===== src/rtl/adc_emu_pkg.sv =====
// Shared types and constants for the emulated SPI ADC responder.
package adc_emu_pkg;

  localparam int DATA_BITS_DEFAULT   = 10;
  localparam int SYNC_STAGES_DEFAULT = 2;

  typedef enum logic [3:0] {
    ST_IDLE,
    ST_WAIT_START,
    ST_GET_SGL,
    ST_GET_ODD,
    ST_GET_MSBF,
    ST_NULL_BIT,
    ST_DATA,
    ST_LSB_TAIL,
    ST_ZERO_FILL
  } state_e;

  // States in which a CS rise means the conversion result never fully left.
  function automatic logic frame_abortable(input state_e s);
    return s inside {ST_GET_SGL, ST_GET_ODD, ST_GET_MSBF, ST_NULL_BIT, ST_DATA};
  endfunction

endpackage


===== src/rtl/spi_edge_sync.sv =====
// Synchroniser chain plus registered rise/fall pulses for one asynchronous input.
module spi_edge_sync #(
  parameter int   STAGES   = 2,
  parameter logic IDLE_VAL = 1'b1
) (
  input  logic clk_i,
  input  logic rst_ni,
  input  logic d_i,
  output logic rise_o,
  output logic fall_o
);

  logic [STAGES-1:0] sync_q;
  logic              prev_q;
  logic              rise_q;
  logic              fall_q;

  always_ff @(posedge clk_i or negedge rst_ni) begin
    if (!rst_ni) begin
      sync_q <= {STAGES{IDLE_VAL}};
      prev_q <= IDLE_VAL;
      rise_q <= 1'b0;
      fall_q <= 1'b0;
    end else begin
      sync_q <= {sync_q[STAGES-2:0], d_i};
      prev_q <= sync_q[STAGES-1];
      rise_q <= sync_q[STAGES-1] & ~prev_q;
      fall_q <= ~sync_q[STAGES-1] & prev_q;
    end
  end

  assign rise_o = rise_q;
  assign fall_o = fall_q;

endmodule


===== src/rtl/adc_spi_responder.sv =====
// Device side of a 3-wire-config SPI ADC: decodes the start/SGL/ODD/MSBF header
// and streams back a latched single-ended or saturated differential result.
module adc_spi_responder
  import adc_emu_pkg::*;
#(
  parameter int SYNC_STAGES = SYNC_STAGES_DEFAULT,
  parameter int DATA_BITS   = DATA_BITS_DEFAULT
) (
  input  logic                 sysclk,
  input  logic                 rst_n,
  input  logic                 adc_cs,
  input  logic                 adc_sck,
  input  logic                 sdata_to_adc,
  input  logic [DATA_BITS-1:0] sample_ch0,
  input  logic [DATA_BITS-1:0] sample_ch1,
  output logic                 sdata_from_adc,
  output logic                 sdo_oe,
  output logic                 conv_done,
  output logic                 frame_error,
  output logic                 last_channel,
  output state_e               dbg_state_o
);

  localparam int CW = $clog2(DATA_BITS);

  logic                   sck_rise;
  logic                   sck_fall;
  logic [SYNC_STAGES-1:0] cs_sync_q;
  logic [SYNC_STAGES-1:0] sdi_sync_q;
  logic [SYNC_STAGES-1:0] init_q;
  logic                   armed_q;
  logic                   cs;
  logic                   sdi;

  state_e                 state_q;
  logic [CW-1:0]          cnt_q;
  logic [DATA_BITS-1:0]   res_q;
  logic [DATA_BITS-1:0]   res_d;
  logic                   sgl_q;
  logic                   odd_q;
  logic                   msbf_q;
  logic                   sdo_q;
  logic                   oe_q;
  logic                   conv_done_q;
  logic                   frame_error_q;
  logic                   last_channel_q;

  spi_edge_sync #(
    .STAGES   (SYNC_STAGES),
    .IDLE_VAL (1'b1)
  ) u_sck_sync (
    .clk_i  (sysclk),
    .rst_ni (rst_n),
    .d_i    (adc_sck),
    .rise_o (sck_rise),
    .fall_o (sck_fall)
  );

  // init_q marks when the CS chain holds real samples instead of reset values, so
  // a reset released mid-frame cannot mistake the chain draining for a CS fall.
  always_ff @(posedge sysclk or negedge rst_n) begin
    if (!rst_n) begin
      cs_sync_q  <= {SYNC_STAGES{1'b1}};
      sdi_sync_q <= '0;
      init_q     <= '0;
      armed_q    <= 1'b0;
    end else begin
      cs_sync_q  <= {cs_sync_q[SYNC_STAGES-2:0], adc_cs};
      sdi_sync_q <= {sdi_sync_q[SYNC_STAGES-2:0], sdata_to_adc};
      init_q     <= {init_q[SYNC_STAGES-2:0], 1'b1};
      armed_q    <= armed_q | (init_q[SYNC_STAGES-1] & cs_sync_q[SYNC_STAGES-1]);
    end
  end

  assign cs  = cs_sync_q[SYNC_STAGES-1];
  assign sdi = sdi_sync_q[SYNC_STAGES-1];

  always_comb begin
    res_d = '0;
    if (sgl_q) begin
      res_d = odd_q ? sample_ch1 : sample_ch0;
    end else if (!odd_q) begin
      res_d = (sample_ch0 > sample_ch1) ? sample_ch0 - sample_ch1 : '0;
    end else begin
      res_d = (sample_ch1 > sample_ch0) ? sample_ch1 - sample_ch0 : '0;
    end
  end

  always_ff @(posedge sysclk or negedge rst_n) begin
    if (!rst_n) begin
      state_q        <= ST_IDLE;
      cnt_q          <= '0;
      res_q          <= '0;
      sgl_q          <= 1'b0;
      odd_q          <= 1'b0;
      msbf_q         <= 1'b0;
      sdo_q          <= 1'b0;
      oe_q           <= 1'b0;
      conv_done_q    <= 1'b0;
      frame_error_q  <= 1'b0;
      last_channel_q <= 1'b0;
    end else begin
      conv_done_q   <= 1'b0;
      frame_error_q <= 1'b0;
      if (state_q != ST_IDLE && cs) begin
        state_q       <= ST_IDLE;
        sdo_q         <= 1'b0;
        oe_q          <= 1'b0;
        frame_error_q <= frame_abortable(state_q);
      end else begin
        case (state_q)
          ST_IDLE: begin
            if (armed_q && !cs) state_q <= ST_WAIT_START;
          end
          ST_WAIT_START: begin
            if (sck_rise && sdi) state_q <= ST_GET_SGL;
          end
          ST_GET_SGL: begin
            if (sck_rise) begin
              sgl_q   <= sdi;
              state_q <= ST_GET_ODD;
            end
          end
          ST_GET_ODD: begin
            if (sck_rise) begin
              odd_q   <= sdi;
              state_q <= ST_GET_MSBF;
            end
          end
          ST_GET_MSBF: begin
            if (sck_rise) begin
              msbf_q         <= sdi;
              res_q          <= res_d;
              last_channel_q <= odd_q;
              state_q        <= ST_NULL_BIT;
            end
          end
          ST_NULL_BIT: begin
            if (sck_fall) begin
              sdo_q   <= 1'b0;
              oe_q    <= 1'b1;
              cnt_q   <= CW'(DATA_BITS - 1);
              state_q <= ST_DATA;
            end
          end
          ST_DATA: begin
            if (sck_fall) begin
              sdo_q <= res_q[cnt_q];
              if (cnt_q == '0) begin
                conv_done_q <= 1'b1;
                cnt_q       <= CW'(1);
                state_q     <= msbf_q ? ST_ZERO_FILL : ST_LSB_TAIL;
              end else begin
                cnt_q <= cnt_q - CW'(1);
              end
            end
          end
          ST_LSB_TAIL: begin
            if (sck_fall) begin
              sdo_q <= res_q[cnt_q];
              if (cnt_q == CW'(DATA_BITS - 1)) state_q <= ST_ZERO_FILL;
              else cnt_q <= cnt_q + CW'(1);
            end
          end
          ST_ZERO_FILL: begin
            if (sck_fall) sdo_q <= 1'b0;
          end
          default: state_q <= ST_IDLE;
        endcase
      end
    end
  end

  assign sdata_from_adc = sdo_q;
  assign sdo_oe         = oe_q;
  assign conv_done      = conv_done_q;
  assign frame_error    = frame_error_q;
  assign last_channel   = last_channel_q;
  assign dbg_state_o    = state_q;

endmodule


===== config.mk =====
export PLATFORM = sky130hd
export DESIGN_NAME = adc_spi_responder
export DESIGN_NICKNAME = d
export VERILOG_FILES = /design/src/rtl/adc_emu_pkg.sv /design/src/rtl/spi_edge_sync.sv /design/src/rtl/adc_spi_responder.sv
export SDC_FILE = /design/constraint.sdc
export NUM_CORES = 1
export LEC_CHECK = 0
export ABC_AREA = 1
export CAP_MARGIN = 15
export CORE_UTILIZATION = 40
export CTS_BUF_LIST = sky130_fd_sc_hd__clkbuf_8
export CTS_CLUSTER_SIZE = 12
export DETAILED_ROUTE_END_ITERATION = 12
export HOLD_SLACK_MARGIN = 0.06
export SYNTH_ARGS = -nofsm -noshare
export SYNTH_HDL_FRONTEND = slang
export SYNTH_HIERARCHICAL = 1
export SYNTH_SLANG_ARGS = --single-unit

===== constraint.sdc =====
create_clock -name sysclk -period 2.1 [get_ports sysclk]
set_input_delay 0.525 -clock sysclk [delete_from_list [all_inputs] [get_ports sysclk]]
set_output_delay 0.525 -clock sysclk [all_outputs]
set_load 0.1 [all_outputs]

==> metrics.txt, run 1 <==
final setup violation count=0; leading post-synthesis cells by cell area=sky130_fd_sc_hd__dfrtp_1 24%, sky130_fd_sc_hd__nand2_1 14%, sky130_fd_sc_hd__inv_1 8.6%, sky130_fd_sc_hd__ha_1 8.5%, sky130_fd_sc_hd__nand3_1 4.4%; EDFF count, synth=0; number of antenna violations at the first check in global routing=0; n_diodes=0; Fin Setup TNS=0 ns; leak pwr=about 2.4 nW; element type at the critical path start=primary input; proportion of power drawn by the clock network=0.128; Global Route met3 Usage=0.02913; GRT overflow=0; IO Count=34; basic-gate share of the synthesized area counting and, or, nand and nor cells=0.3272; synthesized-area fraction occupied by adder cells=0.09643; gpl congestion=between 0.9 and 1; number of vias in the routed layout=around 3400; fraction of the core area covered by cells at the end of the flow=0.5573; Synth warnings=6; DIE HEIGHT=around 94 um; number of max-cap violations=0; count of nets left with antenna violations after detail routing=0; category of the worst setup path capture point=register; #FFs+latches synth=38; largest family of logic cells by synthesized area=simple AND/OR/NAND/NOR gates; Logic pwr share=0.593; routed length per placed instance=~14 um; Die Footprint=8872 um2; DIE WIDTH=between 90 and 100 um; pins over their slew limit=0; vias in the first global route=approximately 3400; CTS Buf Count=5; GRT Util Overall=0.2290; relative area change from synthesis to final layout=34.71%; met1 capacity usage during global routing=0.3229; Core ar.=between 8000 and 9000 um2; slew of the pin with the lowest slew margin=slightly above 0.5 ns; number of design-rule violations left by the first detailed-router iteration=163; switching power summed over all nets=1.963 mW; Post-Synthesis Net Count=540; net switching fraction of the power=0.4796; placement row count=33; met2 layer usage reported by global route=0.3762; Post-Synthesis Mean Instance Area=slightly below 7 um2; setup repair after global routing missed its margin=yes; highest ir drop seen on vdd=about 0.57 mV; effective utilization at floorplan=0.4137; relative contribution of sequential cells to total power=0.278; port bufs=33; post-route cell area=between 4000 and 5000 um2; root cell of the clock tree=sky130_fd_sc_hd__clkbuf_8; slowest CP cell=sky130_fd_sc_hd__fa_2; number of standard cells in the layout, taps in and fillers out=680; number of fill cells=841; maximum clock rate=504.4 MHz; fraction of final layout cells with drive strength greater than 1=0.2939; via count normalized by instance count=about 5; power density relative to cell area=just under 900 nW/um2; instance area after placement=4175 um2; family with the most delay on the worst path=adder cells; leading register cell type out of synthesis=sky130_fd_sc_hd__dfrtp_1; power consumption=roughly 4.1 mW; final critical-path share of the clock period=0.9441; xor and xnor fraction of the mapped netlist area=0.03349; number of sinks handled by clock tree synthesis=38; class of the most critical hold timing path=in -> async; cell count after synthesis=490; Reg clk slew, reported paths=~0.080 ns; worst clock skew on the final layout=0.003687 ns; dominant cell type by area after synthesis=sky130_fd_sc_hd__dfrtp_1; TritonCTS clock tree=yes; Crit path largest cell delay=approximately 0.44 ns; data required time of the critical path=2.27 ns; mux contribution to synthesized area=0; worst skew pair latency=between 0.2 and 0.3 ns; internal power=about 2.1 mW; drt first pass iters=5; residual DRC count=0; shortest clock period the worst path allows after layout=roughly 2 ns; crit-path cells=dlygate4sd2_1, inv_1, ha_1, inv_1, fa_2, nand3_1, nand3_2, nand2_4, inv_4, nand2_1, nand2_1, nand2_2, a21boi_2; detailed-route wire length=between 9000 and 10000 um; crit path DAT=roughly 2.2 ns; number of endpoints with negative hold slack in the final report=0; Longest Clk Path Bufs=2; proportion of synthesized flip-flops having asynchronous set or reset=1.000; first-pass GRT wire length=between 15000 and 20000 um; number of H-tree levels=2; Sequential cell area=960.9 um2; Hold-fix buffers, CTS=0; outcome=complete, no violations; cell area after technology mapping=roughly 3400 um2; cell total after placement=about 670; post-synthesis compound-gate area fraction=0.1428; HPWL Detailed=around 7300 um; cell with the most instances after synthesis=sky130_fd_sc_hd__nand2_1; Yosys cell types=44; final-stage net count=around 620; type of the worst setup path=in -> reg; total area of multi-input combinational cells=approximately 2300 um2; top fanout value on the critical path=5; post-synthesis sequential area ratio=0.2816; share of Yosys cell area claimed by the top area cell type=0.2429; worst slew margin relative to its limit=0.6628; gr busiest metal=met2; largest net degree at the start of global routing=25; WP buf/inv=4; Post-synth top cells=128 x sky130_fd_sc_hd__nand2_1, 78 x sky130_fd_sc_hd__inv_1, 40 x sky130_fd_sc_hd__nor2_1
==> through the flow <==
step           setup slack (ns)  hold slack (ns)
6_report                 0.1174           0.1955
3_5_place_dp            -0.6042           0.3420
3_3_place_gp            -0.5773           0.3371
2_1_floorplan           0.01947           0.2294
4_1_cts               0.0004885           0.2090
5_1_grt                -0.01406           0.2273
==> kinds of logic after synthesis <==
group | after synthesis
compound gates | 81
xor+xnor | 13
fa+ha+maj | 25
buf+inv | 97
flops | 38
other cells | 1
simple gates | 235
==> path summary, 6_finish.rpt <==
| path | startpoint | to | slack, ns | cells past startpoint |
|---|---|---|---|---|
| setup / recovery | sample_ch0[0] | res_q[8] | 0.12 | 13 |
| hold / removal | rst_n | cnt_q[2] | 0.20 | 1 |
| setup reg to reg | cnt_q[0] | dbg_state_o[2] | 0.32 | 10 |
| hold reg to reg | init_q[0] | init_q[1] | 0.36 | 0 |
| max in group asynchronous | rst_n | sgl_q | 1.30 | 2 |
| min in group sysclk | init_q[0] | init_q[1] | 0.36 | 0 |
==> worst register-to-register path, delay by kind of cell (launching register included) <==
family / cells / cell delay (ns)
adder cells (fa/ha/maj): 1 / 0.23
AND/OR/NAND/NOR: 7 / 0.72
buffers and inverters: 1 / 0.11
AO/OA/AOI/OAI: 1 / 0.12
flip-flops: 1 / 0.49
==> layout make-up <==
class / count / area share
inverters: 85 / 0.07022
clock inverters: 2 / 0.002732
well taps: 105 / 0.02869
flip-flops and latches: 38 / 0.2098
multi-input cells: 355 / 0.5005
clock buffers: 6 / 0.01803
repair buffers: 89 / 0.1699
==> registers in the layout, summed over array words and instances (netlist names) <==
signal	cells
conv_done	1
msbf_q	1
sgl_q	1
res_q	10
odd_q	1
cnt_q	4
last_channel	1
cs_sync_q	2
frame_error	1
u_sck_sync/sync_q	2
sdata_from_adc	1
u_sck_sync/rise_o	1
sdi_sync_q	2
sdo_oe	1
dbg_state_o	4
u_sck_sync/prev_q	1
init_q	2
u_sck_sync/fall_o	1
armed_q	1
==> power by group through the flow <==
stage          clock, mW  combinational, mW  sequential, mW
2_1_floorplan          0               1.35            1.35
3_3_place_gp           0               2.28            1.15
3_5_place_dp           0               2.30            1.15
4_1_cts            0.546               2.40            1.14
5_1_grt            0.579               2.70            1.17
6_report           0.525               2.43            1.14
==> metal layers <==
metal | wire [um] | share of wire
met5 | 0 | 0
met4 | 57 | 0.0062
met3 | 424 | 0.046
met2 | 4254 | 0.46
met1 | 4472 | 0.49
==> cells in the final DEF (no fill, tap or decap), types with 9 or more instances in the layout <==
| master | instances |
|---|---|
| sky130_fd_sc_hd__buf_4 | 61 |
| sky130_fd_sc_hd__ha_4 | 9 |
| sky130_fd_sc_hd__o21ai_1 | 9 |
| sky130_fd_sc_hd__nand2_2 | 17 |
| sky130_fd_sc_hd__dfrtp_1 | 30 |
| sky130_fd_sc_hd__dlygate4sd2_1 | 12 |
| sky130_fd_sc_hd__a21oi_1 | 26 |
| sky130_fd_sc_hd__o21ai_0 | 19 |
| sky130_fd_sc_hd__inv_2 | 16 |
| sky130_fd_sc_hd__inv_1 | 67 |
| sky130_fd_sc_hd__nor2_1 | 36 |
| sky130_fd_sc_hd__xor2_1 | 11 |
| sky130_fd_sc_hd__ha_1 | 13 |
| sky130_fd_sc_hd__nand3_1 | 26 |
| sky130_fd_sc_hd__nand2_1 | 114 |
==> what timing repair did <==
action / 4_1_cts / 5_1_grt
buffers inserted: 7 / 0
pin swaps: 18 / 12
setup endpoints to repair: 10 / 10
resized for setup: 53 / 29
Power figures use the tool's default switching activity.
==> run 2: changes to the inputs <==
ABC_AREA = 0   (was 1)
CORE_UTILIZATION = 55   (was 40)
PLACE_DENSITY = 0.78   (was default)
==> run 2 against run 1 <==
Compared with the run above:
- the run now ends with negative setup slack left
- non-clock buffer count up 6
- die area down 33%
- global-route usage up 7.5 points
- maximum frequency down 9.3%
- largest cell class unchanged
- highest routed layer unchanged
==> metrics.txt, run 2 <==
shortest clock period the worst path allows after layout=2.187 ns (+0.2042 ns); element type at the critical path start=primary input; effective utilization at floorplan=0.5869 (+0.1732); number of endpoints with negative hold slack in the final report=0 (unchanged); fraction of final layout cells with drive strength greater than 1=0.3903 (+0.09639); Post-Synthesis Mean Instance Area=8.713 um2 (+26%); #FFs+latches synth=38 (unchanged); top fanout value on the critical path=5 (unchanged); number of H-tree levels=2 (unchanged); placement row count=26 (-21%); power density relative to cell area=796.9 nW/um2 (-11%); Longest Clk Path Bufs=2 (unchanged); Core ar.=5270 um2 (-36%); final critical-path share of the clock period=1.041 (+0.09725); number of antenna violations at the first check in global routing=0 (unchanged); data required time of the critical path=2.27 ns (about the same); routed length per placed instance=17.61 um (+30%); CTS Buf Count=5 (unchanged); cell with the most instances after synthesis=sky130_fd_sc_hd__a21oi_1; drt first pass iters=5 (unchanged); DIE HEIGHT=76.99 um (-18%); violated checks=negative setup slack; count of nets left with antenna violations after detail routing=0 (unchanged); commonest non-fill, non-tap cells in the layout=62 x sky130_fd_sc_hd__buf_4, 36 x sky130_fd_sc_hd__a21oi_1, 30 x sky130_fd_sc_hd__nor2_1; cell count after synthesis=355 (-28%); detailed-route wire length=8860 um (-3.8%); GRT Util Overall=0.3041 (+0.07512); port bufs=33 (unchanged); relative area change from synthesis to final layout=39.20%; outcome=complete, but fails checks; critical path startpoint=sample_ch1[0]; Reg-to-Reg End=dbg_state_o[2]; number of max-cap violations=0 (unchanged); basic-gate share of the synthesized area counting and, or, nand and nor cells=0.1638 (-0.1634); Yosys cell types=60 (+36%); crit path DAT=2.36 ns (+0.20 ns); register with the most flip-flops=res_q; dominant cell type by area after synthesis=sky130_fd_sc_hd__dfrtp_1; HPWL Detailed=5914 um (-19%); power consumption=3.431 mW (-16%); number of sinks handled by clock tree synthesis=38 (unchanged); setup repair after global routing missed its margin=yes; worst skew pair latency=0.29 ns (about the same); gpl congestion=0.9263 (-2.6%); TritonCTS clock tree=yes; largest net degree at the start of global routing=39 (+56%); leading cell type in the layout, fill and taps excluded=sky130_fd_sc_hd__buf_4; root cell of the clock tree=sky130_fd_sc_hd__clkbuf_8; share of Yosys cell area claimed by the top area cell type=0.2670 (+0.02408); DIE WIDTH=76.99 um (-18%); proportion of synthesized flip-flops having asynchronous set or reset=1.000 (unchanged); leading register cell type out of synthesis=sky130_fd_sc_hd__dfrtp_1; Post-synth top cells=41 x sky130_fd_sc_hd__a21oi_1, 33 x sky130_fd_sc_hd__dfrtp_1, 32 x sky130_fd_sc_hd__nor2_1; first-pass GRT wire length=14410 um (-9.1%); worst clock skew on the final layout=0.005490 ns (+0.001803 ns); leak pwr=1.951 nW (-20%); EDFF count, synth=0 (unchanged); crit path capture=res_q[5]; number of standard cells in the layout, taps in and fillers out=503 (-26%); n_diodes=0 (unchanged); number of design-rule violations left by the first detailed-router iteration=445 (+170%); GRT overflow=0 (unchanged); mux contribution to synthesized area=0.06796 (+0.06796); class of the most critical hold timing path=in -> async; number of vias in the routed layout=3078 (-9.4%); leading post-synthesis cells by cell area=sky130_fd_sc_hd__dfrtp_1 27%, sky130_fd_sc_hd__ha_1 9.3%, sky130_fd_sc_hd__a21oi_1 6.6%, sky130_fd_sc_hd__dfstp_2 4.2%, sky130_fd_sc_hd__mux2i_1 3.9%; Post-Synthesis Net Count=405 (-25%); Synth warnings=6 (unchanged); IO Count=34 (unchanged); cell total after placement=485 (-27%); xor and xnor fraction of the mapped netlist area=0.04248 (+0.008983); Hold-fix buffers, CTS=0 (unchanged); pins over their slew limit=0 (unchanged); Reg clk slew, reported paths=0.08 ns (about the same); via count normalized by instance count=6.119 (+22%); highest ir drop seen on vdd=0.7126 mV (+25%); Die Footprint=5927 um2 (-33%); type of the worst setup path=in -> reg; vias in the first global route=3008 (-12%); largest family of logic cells by synthesized area=compound AO/OA/AOI/OAI gates; length in cells of the worst reg-to-reg path=8 (-2); final setup violation count=6 (+6); post-synthesis compound-gate area fraction=0.2318 (+0.08899); post-synthesis sequential area ratio=0.3095 (+0.02791); residual DRC count=0 (unchanged); cell area after technology mapping=3093 um2 (-9.0%); Reg-to-Reg Start=cnt_q[1]; worst-case setup margin in the final layout=-0.08681 ns (-0.2042 ns); fraction of the core area covered by cells at the end of the flow=0.8170 (+0.2596); max reg flops=10 (unchanged); final-stage net count=482 (-23%); synthesized-area fraction occupied by adder cells=0.1060 (+0.009557); maximum clock rate=457.3 MHz (-9.3%); setup slack of the worst register-to-register path=0.18 ns (-0.14 ns); category of the worst setup path capture point=register
-- run 2: cell types whose count changed after synthesis, moves of 12 or more --
cell | before | now
sky130_fd_sc_hd__a21oi_1 | 29 | 41
sky130_fd_sc_hd__clkbuf_1 | 3 | 16
sky130_fd_sc_hd__nand3_1 | 30 | 8
sky130_fd_sc_hd__nand2_1 | 128 | 16
sky130_fd_sc_hd__mux2i_1 | 0 | 12
sky130_fd_sc_hd__inv_1 | 78 | 30
-- run 2: per-layer routing --
metal	part of all wire	GRT usage	vias to the layer above
met3	0.074	0.04643	28
met4	0.029	0.1075	0
li1	-	-	1420
met5	0	0	-
met2	0.47	0.5027	160
met1	0.42	0.4029	1470
-- run 2: timing repair --
item / CTS / global route
setup endpoints to repair: 10 / 14
cloned: 2 / 0
buffers inserted: 6 / 2
pin swaps: 27 / 20
resized for setup: 102 / 23
-- run 2: cells by family (layout without fill, tap and decap cells) --
logic type	count (synthesis)	count (layout)
XOR/XNOR	15	15
AO/OA/AOI/OAI	104	104
AND/OR/NAND/NOR	98	99
multiplexers	18	18
adder cells (fa/ha/maj)	25	25
buffers and inverters	56	133
flip-flops	38	38
other	1	1
-- run 2: stage by stage --
step	instance area (um2)	setup WS [ns]	TNS, ns	hold slack (ns)
after floorplan	3202	-0.1474	-1.127	0.2294
after global placement	3909	-0.7839	-7.457	0.3322
after detailed placement	3909	-0.8566	-8.012	0.3371
after CTS	4235	-0.05834	-0.07275	0.2829
after global routing	4305	-0.1872	-0.8631	0.3138
final	4305	-0.08681	-0.1609	0.2696
-- run 2: power breakdown --
| group | leakage (nW) | switching, mW | total [mW] | internal, mW |
|---|---|---|---|---|
| clock | 0.0556 | 0.261 | 0.611 | 0.349 |
| sequential | 0.476 | 0.162 | 1.01 | 0.845 |
| combinational | 1.42 | 1.00 | 1.81 | 0.808 |
-- run 2: area by class of cell --
type                            count  area [um2]
Tap cell                           70       87.58
Sequential cell                    38       962.2
Fill cell                         312       964.7
Inverter                           30       142.6
Timing Repair Buffer               95       805.8
Clock buffer                        5       68.82
Clock inverter                      3       41.29
Multi-Input combinational cell    262        2197
-- run 2: worst max-delay path, cell delays in order --
cell and delay, ns:
sky130_fd_sc_hd__buf_8 0.10, sky130_fd_sc_hd__inv_4 0.04, sky130_fd_sc_hd__ha_4 0.13, sky130_fd_sc_hd__inv_2 0.04, sky130_fd_sc_hd__fa_2 0.38, sky130_fd_sc_hd__a221oi_4 0.29
sky130_fd_sc_hd__o211ai_1 0.14, sky130_fd_sc_hd__and3b_2 0.29, sky130_fd_sc_hd__a221oi_2 0.33, sky130_fd_sc_hd__nor2_1 0.09
-- run 2: worst min path at each step --
stage,startpoint,endpoint,slack (ns)
after global routing,rst_n,sdo_oe,0.31
after global placement,init_q[0],init_q[1],0.33
after floorplan,rst_n,armed_q,0.23
after CTS,rst_n,frame_error,0.28
after detailed placement,sdi_sync_q[0],sdi_sync_q[1],0.34
final,rst_n,frame_error,0.27
